[config.mk]
export PLATFORM = sky130hd
export DESIGN_NAME = shared_port_arbiter
export DESIGN_NICKNAME = d
export VERILOG_FILES = /design/src/rtl/shared_port_arbiter.sv
export SDC_FILE = /design/constraint.sdc
export NUM_CORES = 1
export LEC_CHECK = 0
export CORE_UTILIZATION = 43
export CTS_CLUSTER_DIAMETER = 200
export DETAILED_ROUTE_END_ITERATION = 8
export GPL_TIMING_DRIVEN = 0
export PLACE_DENSITY = 0.72
export SLEW_MARGIN = 20
export SYNTH_ARGS = -nofsm -noshare
export SYNTH_HDL_FRONTEND = slang
export SYNTH_SLANG_ARGS = --single-unit
[constraint.sdc]
create_clock -name clk -period 1.45 [get_ports clk]
set_input_delay 0.145 -clock clk [delete_from_list [all_inputs] [get_ports clk]]
set_output_delay 0.145 -clock clk [all_outputs]
set_load 0.01 [all_outputs]
[src/rtl/shared_port_arbiter.sv]
// Round-robin arbiter/sequencer for one shared single-transaction resource.
// Holds a grant until done or timeout, then rotates priority past the last winner.
module shared_port_arbiter #(
  parameter int N       = 4,
  parameter int TIMEOUT = 15
) (
  input  logic                 clk,
  input  logic                 rst,
  input  logic [N-1:0]         req,
  input  logic                 done,
  output logic [N-1:0]         gnt,
  output logic [$clog2(N)-1:0] sel,
  output logic                 start,
  output logic                 busy,
  output logic                 timeout_err
);
  localparam int SW = $clog2(N);
  localparam int CW = $clog2(TIMEOUT + 1);

  typedef enum logic {IDLE, BUSY} state_t;

  state_t          state, state_n;
  logic [SW-1:0]   ptr, ptr_n, sel_n, win, nxt;
  logic [CW-1:0]   cnt, cnt_n;
  logic [N-1:0]    gnt_n;
  logic            start_n, busy_n, terr_n, found;

  function automatic logic [SW-1:0] wrap_add(input logic [SW-1:0] a, input int k);
    int s;
    s = int'(a) + k;
    if (s >= N) s = s - N;
    return SW'(s);
  endfunction

  // First requester at or above ptr, wrapping; ptr itself has top priority.
  always_comb begin
    win   = '0;
    found = 1'b0;
    for (int k = 0; k < N; k++) begin
      if (!found && req[wrap_add(ptr, k)]) begin
        found = 1'b1;
        win   = wrap_add(ptr, k);
      end
    end
  end

  assign nxt = (sel == SW'(N - 1)) ? '0 : sel + 1'b1;

  always_comb begin
    state_n = state;
    gnt_n   = gnt;
    sel_n   = sel;
    start_n = 1'b0;
    busy_n  = busy;
    terr_n  = 1'b0;
    ptr_n   = ptr;
    cnt_n   = cnt;
    case (state)
      IDLE: begin
        if (found) begin
          state_n      = BUSY;
          gnt_n        = '0;
          gnt_n[win]   = 1'b1;
          sel_n        = win;
          start_n      = 1'b1;
          busy_n       = 1'b1;
          cnt_n        = '0;
        end
      end
      BUSY: begin
        // done takes precedence over a timeout landing in the same cycle
        if (done || cnt == CW'(TIMEOUT - 1)) begin
          state_n = IDLE;
          gnt_n   = '0;
          busy_n  = 1'b0;
          ptr_n   = nxt;
          terr_n  = !done;
        end else begin
          cnt_n = cnt + 1'b1;
        end
      end
      default: state_n = IDLE;
    endcase
  end

  always_ff @(posedge clk or posedge rst) begin
    if (rst) begin
      state       <= IDLE;
      gnt         <= '0;
      sel         <= '0;
      start       <= 1'b0;
      busy        <= 1'b0;
      timeout_err <= 1'b0;
      ptr         <= '0;
      cnt         <= '0;
    end else begin
      state       <= state_n;
      gnt         <= gnt_n;
      sel         <= sel_n;
      start       <= start_n;
      busy        <= busy_n;
      timeout_err <= terr_n;
      ptr         <= ptr_n;
      cnt         <= cnt_n;
    end
  end
endmodule

==> results by group, run 1 <==
Die
  • Die span in y: 44.24 um
  • Starting density of the core: 0.4865
  • I/O pin count: 16
  • Chip width: 44.24 um
  • Die area: 0.001957 mm2
  • FP Rows: 14
  • Total core area: 0.001577 mm2

Place
  • Pre-CTS setup slack: -0.2064 ns
  • I/O Buffers: 15
  • Global placer's final weighted congestion: 0.8194
  • Detailed Place HPWL: 1.068 mm

Yosys
  • Unique masters post-synth: 26
  • Syn avg cell area: 10.36 um2
  • #FFs+latches synth: 16
  • Synth Area in XOR/XNOR: 0.01142
  • Leading area contributor after synthesis: dfrtp_1
  • Synth top area cells: dfrtp_1 52%, ha_1 4.9%, nand3_1 3.9%
  • Post-Synth Adder-Cell Area: 0.04894
  • Post-synth top area share: 0.5220
  • Compound-cell area share of the yosys netlist: 0.1452
  • Simple-Gate Fraction of Synth Area: 0.1876
  • Mux contribution to synthesized area: 0.04078
  • Synth Cell Area: 767.0 um2
  • Largest family of logic cells by synthesized area: simple AND/OR/NAND/NOR gates
  • Syn nets: 84
  • Synth Warn #: 0
  • Cells after Synth: 74
  • Register area share after synthesis: 0.5220

Power and ir drop
  • Pleak: 0.4931 nW
  • Worst vdd ir: 0.001081 V
  • P_sw: 748.8 uW
  • Sequential Power Share: 0.365
  • P_int: 1.349 mW
  • Total power: 2.098 mW
  • Sw Share: 0.3570
  • Clock network fraction of total power: 0.144
  • Pwr dens: 1938 mW/mm2
  • Combinational power share: 0.491

Global route
  • Gr ovfl total: 0
  • Met1 GRT Util: 0.2342
  • Total track usage: 0.1845
  • First-pass GRT wire length: 2.553 mm
  • Initial antenna violation count: 0
  • Met2 global-route usage: 0.2882
  • Layer carrying the most global-route usage: met2
  • Met3 Usage GRT: 0.02449
  • Largest net degree at the start of global routing: 17
  • Vias in the first global route: 620

Cells and area
  • Nets: 112
  • Most common cell after layout, fill and taps aside: dfrtp_1
  • Final core occ: 0.6865
  • Area growth syn-to-layout: 41.11%
  • Inserted Diodes: 0
  • Fraction of layout cells with a size suffix above 1: 0.2376
  • Commonest non-fill, non-tap cells in the layout: 16 x dfrtp_1, 15 x clkdlybuf4s50_1, 7 x buf_4

STA
  • Skew final: 0.003817 ns
  • Slew margin rel.: 0.5859
  • Slew @ Worst Pin: 0.6205 ns
  • Tcrit/Tclk final: 1.004
  • Final setup viols: 1
  • Achievable frequency: 0.6869 GHz
  • Setup WS post-layout: -0.005736 ns
  • Final Max Slew Viols: 0
  • Tmin final: 1.456 ns
  • Final hold violation count: 0
  • RSZ-0062 raised after global routing: yes

Drt
  • Drt initial violations: 16
  • DRC viols: 0
  • Vias per Instance: 5.530
  • Drt first pass iters: 6
  • Antenna-violating nets left: 0
  • Detailed-route via count: 647
  • Avg WL per Cell: 13.87 um
  • Total wire length: 1.623 mm

Status
  • Outcome: finished with violations
  • Failing checks: negative setup slack

Setup path
  • WP buf/inv: 1
  • CP cell instances: inv_1 -> ha_2 -> and3_4 -> o21ai_4 -> mux2_4
  • WP data required: 1.64 ns
  • FF-to-FF Start: cnt[0]
  • CP Capture Type: flip-flop
  • R2R depth: 5
  • CP top delay family: flip-flops
  • Critical path class: reg -> reg
  • Critical path's largest stage delay: 0.37 ns
  • Critical Path AT: 1.64 ns
  • Slowest cell on crit path: dfrtp_1
  • FF-to-FF End: ptr[1]
  • Worst R2R Setup Slack: -0.006 ns
  • Worst-path maximum fanout: 5
  • Startpoint types: flip-flop

Clocking
  • Total CTS buffers: 3
  • CTS Hold Bufs: 0
  • TritonCTS clock tree: built
  • Worst skew pair latency: 0.29 ns
  • CTS clk-pin slew, worst paths: 0.10 ns
  • Max clock buf depth: 2
  • Number of clock sinks: 16
  • Clock root buffer: clkbuf_4
  • H-tree Lvls: 1

Min path
  • HP Class: in -> async

Job
  • Max cap viols: 0
==> worst reg2reg max path: stages, from the launching register on <==
cell and delay, ns:
dfrtp_1 0.37, inv_1 0.05, ha_2 0.18, and3_4 0.19, o21ai_4 0.24, mux2_4 0.32
==> area by class of cell <==
| cell class | count | area, um2 |
|---|---|---|
| buffer | 1 | 11.26 |
| clock buffer | 4 | 36.28 |
| fill | 126 | 494.2 |
| inverter | 6 | 22.52 |
| multi-input combinational | 51 | 377.9 |
| sequential | 16 | 400.4 |
| tap | 16 | 20.02 |
| timing repair buffer | 23 | 214.0 |
==> synthesized netlist by cell type <==
master,instances
dfrtp_1,16
inv_1,6
nand2_1,6
nand3_1,6
o21ai_0,6
nand2b_1,4
ha_1,3
nor2_1,3
o22ai_1,3
a21oi_1,2
mux2i_1,2
o31ai_1,2
or2_2,2
a21o_1,1
a311oi_1,1
and3_1,1
buf_6,1
mux2_2,1
nor2b_1,1
nor3_1,1
nor3b_1,1
nor4_1,1
o21ai_2,1
o31ai_2,1
or3_4,1
xnor2_1,1
==> worst max path at each step <==
| stage | start | endpoint | slack, ns | cells after the start |
|---|---|---|---|---|
| final | cnt[0] | ptr[1] | -0.006 | 5 |
| after global placement | done | cnt[2] | -0.18 | 5 |
| after global routing | cnt[0] | ptr[1] | -0.05 | 5 |
| after floorplan | cnt[0] | ptr[1] | 0.01 | 5 |
| after CTS | ptr[1] | gnt[3] | 0.02 | 4 |
| after detailed placement | done | cnt[2] | -0.21 | 5 |
==> state kept, by name, summed over array words and instances (netlist names) <==
name / count
start: 1
busy: 1
sel: 2
ptr: 2
timeout_err: 1
gnt: 4
state: 1
cnt: 4
==> through the flow <==
step	setup TNS (ns)	hold WS, ns	std cells	instance area (um2)
2_1_floorplan	0	0.05874	74	785.8
3_3_place_gp	-1.209	0.4672	105	955.9
3_5_place_dp	-1.264	0.4726	105	955.9
4_1_cts	0	0.2365	112	1021
5_1_grt	-0.1779	0.3028	117	1082
6_report	-0.005736	0.2163	117	1082
==> kinds of logic after synthesis <==
group | count (synthesis)
flip-flops | 16
XOR/XNOR | 1
multiplexers | 3
AND/OR/NAND/NOR | 27
AO/OA/AOI/OAI | 17
buffers and inverters | 7
adder cells (fa/ha/maj) | 3
==> metal layers <==
metal	routed length [um]	part of all wire
met5	0	0
met4	46	0.028
met3	56	0.035
met2	722	0.44
met1	798	0.49
==> timing repair <==
item	4_1_cts	5_1_grt
pin swaps	1	3
setup endpoints to repair	4	4
endpoints found under the hold margin	0	0
setup buffers	3	5
resized for setup	1	4
==> power by group through the flow <==
stage	clock [mW]	sequential (mW)	combinational, mW
2_1_floorplan	0	0.809	0.463
3_3_place_gp	0	0.776	0.813
3_5_place_dp	0	0.782	0.828
4_1_cts	0.310	0.759	0.906
5_1_grt	0.320	0.788	1.13
6_report	0.302	0.766	1.03
Power figures use the tool's default switching activity.
==> inputs of run 2 (changes only) <==
- clock period: 1.45 -> 1.2 ns (I/O delays scaled with it)
==> results by group, run 2 (synthesized netlist as in run 1, its figures left out) <==
Status
  • Outcome: finished with violations
  • Failing checks: design-rule violations, negative setup slack

STA
  • Skew final: 0.0008497 ns
  • Final setup viols: 11
  • Slew margin rel.: 0.5975
  • Achievable frequency: 0.7010 GHz
  • Tcrit/Tclk final: 1.189
  • Tmin final: 1.427 ns
  • Slew @ Worst Pin: 0.6031 ns
  • Final Max Slew Viols: 0
  • Final hold violation count: 0
  • RSZ-0062 raised after global routing: yes
  • Setup WS post-layout: -0.2266 ns

Setup path
  • CP cell instances: inv_1 -> ha_2 -> and3_4 -> o21ai_4 -> mux2_4
  • CP top delay family: flip-flops
  • WP buf/inv: 1
  • Critical path's largest stage delay: 0.37 ns
  • FF-to-FF Start: cnt[0]
  • Slowest cell on crit path: dfrtp_1
  • Worst-path maximum fanout: 4
  • FF-to-FF End: ptr[1]
  • CP Capture Type: flip-flop
  • Worst R2R Setup Slack: -0.23 ns
  • Critical Path AT: 1.60 ns
  • R2R depth: 5
  • Critical Path Start: cnt[0]
  • Critical path depth in cells: 5
  • WP data required: 1.37 ns
  • Startpoint types: flip-flop
  • Critical path class: reg -> reg
  • Crit path to: ptr[1]

Cells and area
  • Inserted Diodes: 0
  • Multi-input logic area: 415.4 um2
  • Design area: 0.001119 mm2
  • Area growth syn-to-layout: 45.84%
  • Most common cell after layout, fill and taps aside: dfrtp_1
  • Biggest regs: cnt: 4 flops, gnt: 4 flops
  • FF+latch area: 401.6 um2
  • Nets: 113
  • Final core occ: 0.7095
  • # fillers: 130
  • Fraction of layout cells with a size suffix above 1: 0.3039
  • Commonest non-fill, non-tap cells in the layout: 15 x dfrtp_1, 9 x dlygate4sd2_1, 9 x buf_4

Drt
  • Antenna-violating nets left: 0
  • Detailed-route via count: 666
  • Avg WL per Cell: 15.01 um
  • Total wire length: 1.771 mm
  • DRC viols: 2
  • Drt initial violations: 10
  • Vias per Instance: 5.644
  • Drt first pass iters: 6

Die
  • Die span in y: 44.24 um
  • Chip width: 44.24 um
  • I/O pin count: 16
  • Total core area: 0.001577 mm2
  • FP Rows: 14
  • Starting density of the core: 0.4865
  • Die area: 0.001957 mm2

Power and ir drop
  • Sequential Power Share: 0.359
  • Worst vdd ir: 0.001226 V
  • Pwr dens: 2284 mW/mm2
  • P_int: 1.606 mW
  • P_sw: 948.3 uW
  • Sw Share: 0.3712
  • Combinational power share: 0.503
  • Clock network fraction of total power: 0.137
  • Pleak: 0.5519 nW

Clocking
  • CTS Hold Bufs: 0
  • CTS clk-pin slew, worst paths: 0.09 ns
  • Total CTS buffers: 3
  • Number of clock sinks: 16
  • TritonCTS clock tree: built
  • Clock root buffer: clkbuf_4
  • Max clock buf depth: 2
  • H-tree Lvls: 1
  • Worst skew pair latency: 0.28 ns

Place
  • Global placer's final weighted congestion: 0.8687
  • Area after DPL: 955.9 um2
  • Detailed Place HPWL: 1.053 mm
  • I/O Buffers: 15

Min path
  • HP Class: in -> async

Global route
  • Total track usage: 0.1993
  • Gr ovfl total: 0
  • Vias in the first global route: 660
  • Initial antenna violation count: 0
  • Largest net degree at the start of global routing: 17
  • First-pass GRT wire length: 2.773 mm

Job
  • Max cap viols: 0
-- run 2: final cells by class --
type	instances	share of cell area
tap	16	0.01790
sequential	16	0.3591
buffer	1	0.01007
clock buffer	4	0.03244
timing repair buffer	24	0.1890
multi-input combinational	51	0.3714
inverter	6	0.02013
-- run 2: power by group through the flow --
| stage | Combinational (mW) | Clock (mW) | Sequential [mW] |
|---|---|---|---|
| floorplan | 0.570 | 0 | 0.977 |
| global placement | 0.992 | 0 | 0.940 |
| detailed placement | 1.01 | 0 | 0.948 |
| CTS | 1.14 | 0.363 | 0.917 |
| global route | 1.41 | 0.374 | 0.943 |
| finish | 1.29 | 0.350 | 0.918 |
-- run 2: what timing repair did --
item | in CTS | in global routing
pin swaps | 3 | 4
setup endpoints to repair | 23 | 13
cloned | 0 | 0
buffers inserted | 7 | 2
resized for setup | 16 | 10
-- run 2: through the flow --
stage,worst slack [ns],setup TNS [ns],hold WS [ns],std cells,power (mW)
after CTS,-0.1664,-1.140,0.2127,116,2.420
after global placement,-0.4042,-4.364,0.4592,105,1.932
after floorplan,-0.2363,-0.8444,0.03374,74,1.547
final,-0.2266,-1.560,0.1968,118,2.554
after detailed placement,-0.4384,-4.466,0.4634,105,1.954
after global routing,-0.2730,-2.284,0.2815,118,2.728
-- run 2: how the worst min path moves through the flow --
stage / startpoint / to / slack (ns) / depth (start not counted)
after global placement: busy / busy / 0.46 / 2
after detailed placement: busy / busy / 0.46 / 2
final: rst / gnt[3] / 0.20 / 2
after floorplan: rst / busy / 0.03 / 1
after CTS: rst / busy / 0.21 / 2
after global routing: rst / cnt[1] / 0.28 / 2
-- run 2: worst register-to-register path: stages, from the launching register on --
cell and delay, ns:
dfrtp_1 0.37, inv_1 0.05, ha_2 0.18, and3_4 0.20, o21ai_4 0.21, mux2_4 0.31
-- run 2: metal layers --
metal,vias up,share of wire,wire length (um),track usage
met5,-,0,0,0
met4,0,0.018,31,0.1152
met3,4,0.049,87,0.03673
met2,20,0.48,850,0.3382
met1,321,0.45,801,0.2348
li1,321,-,-,-
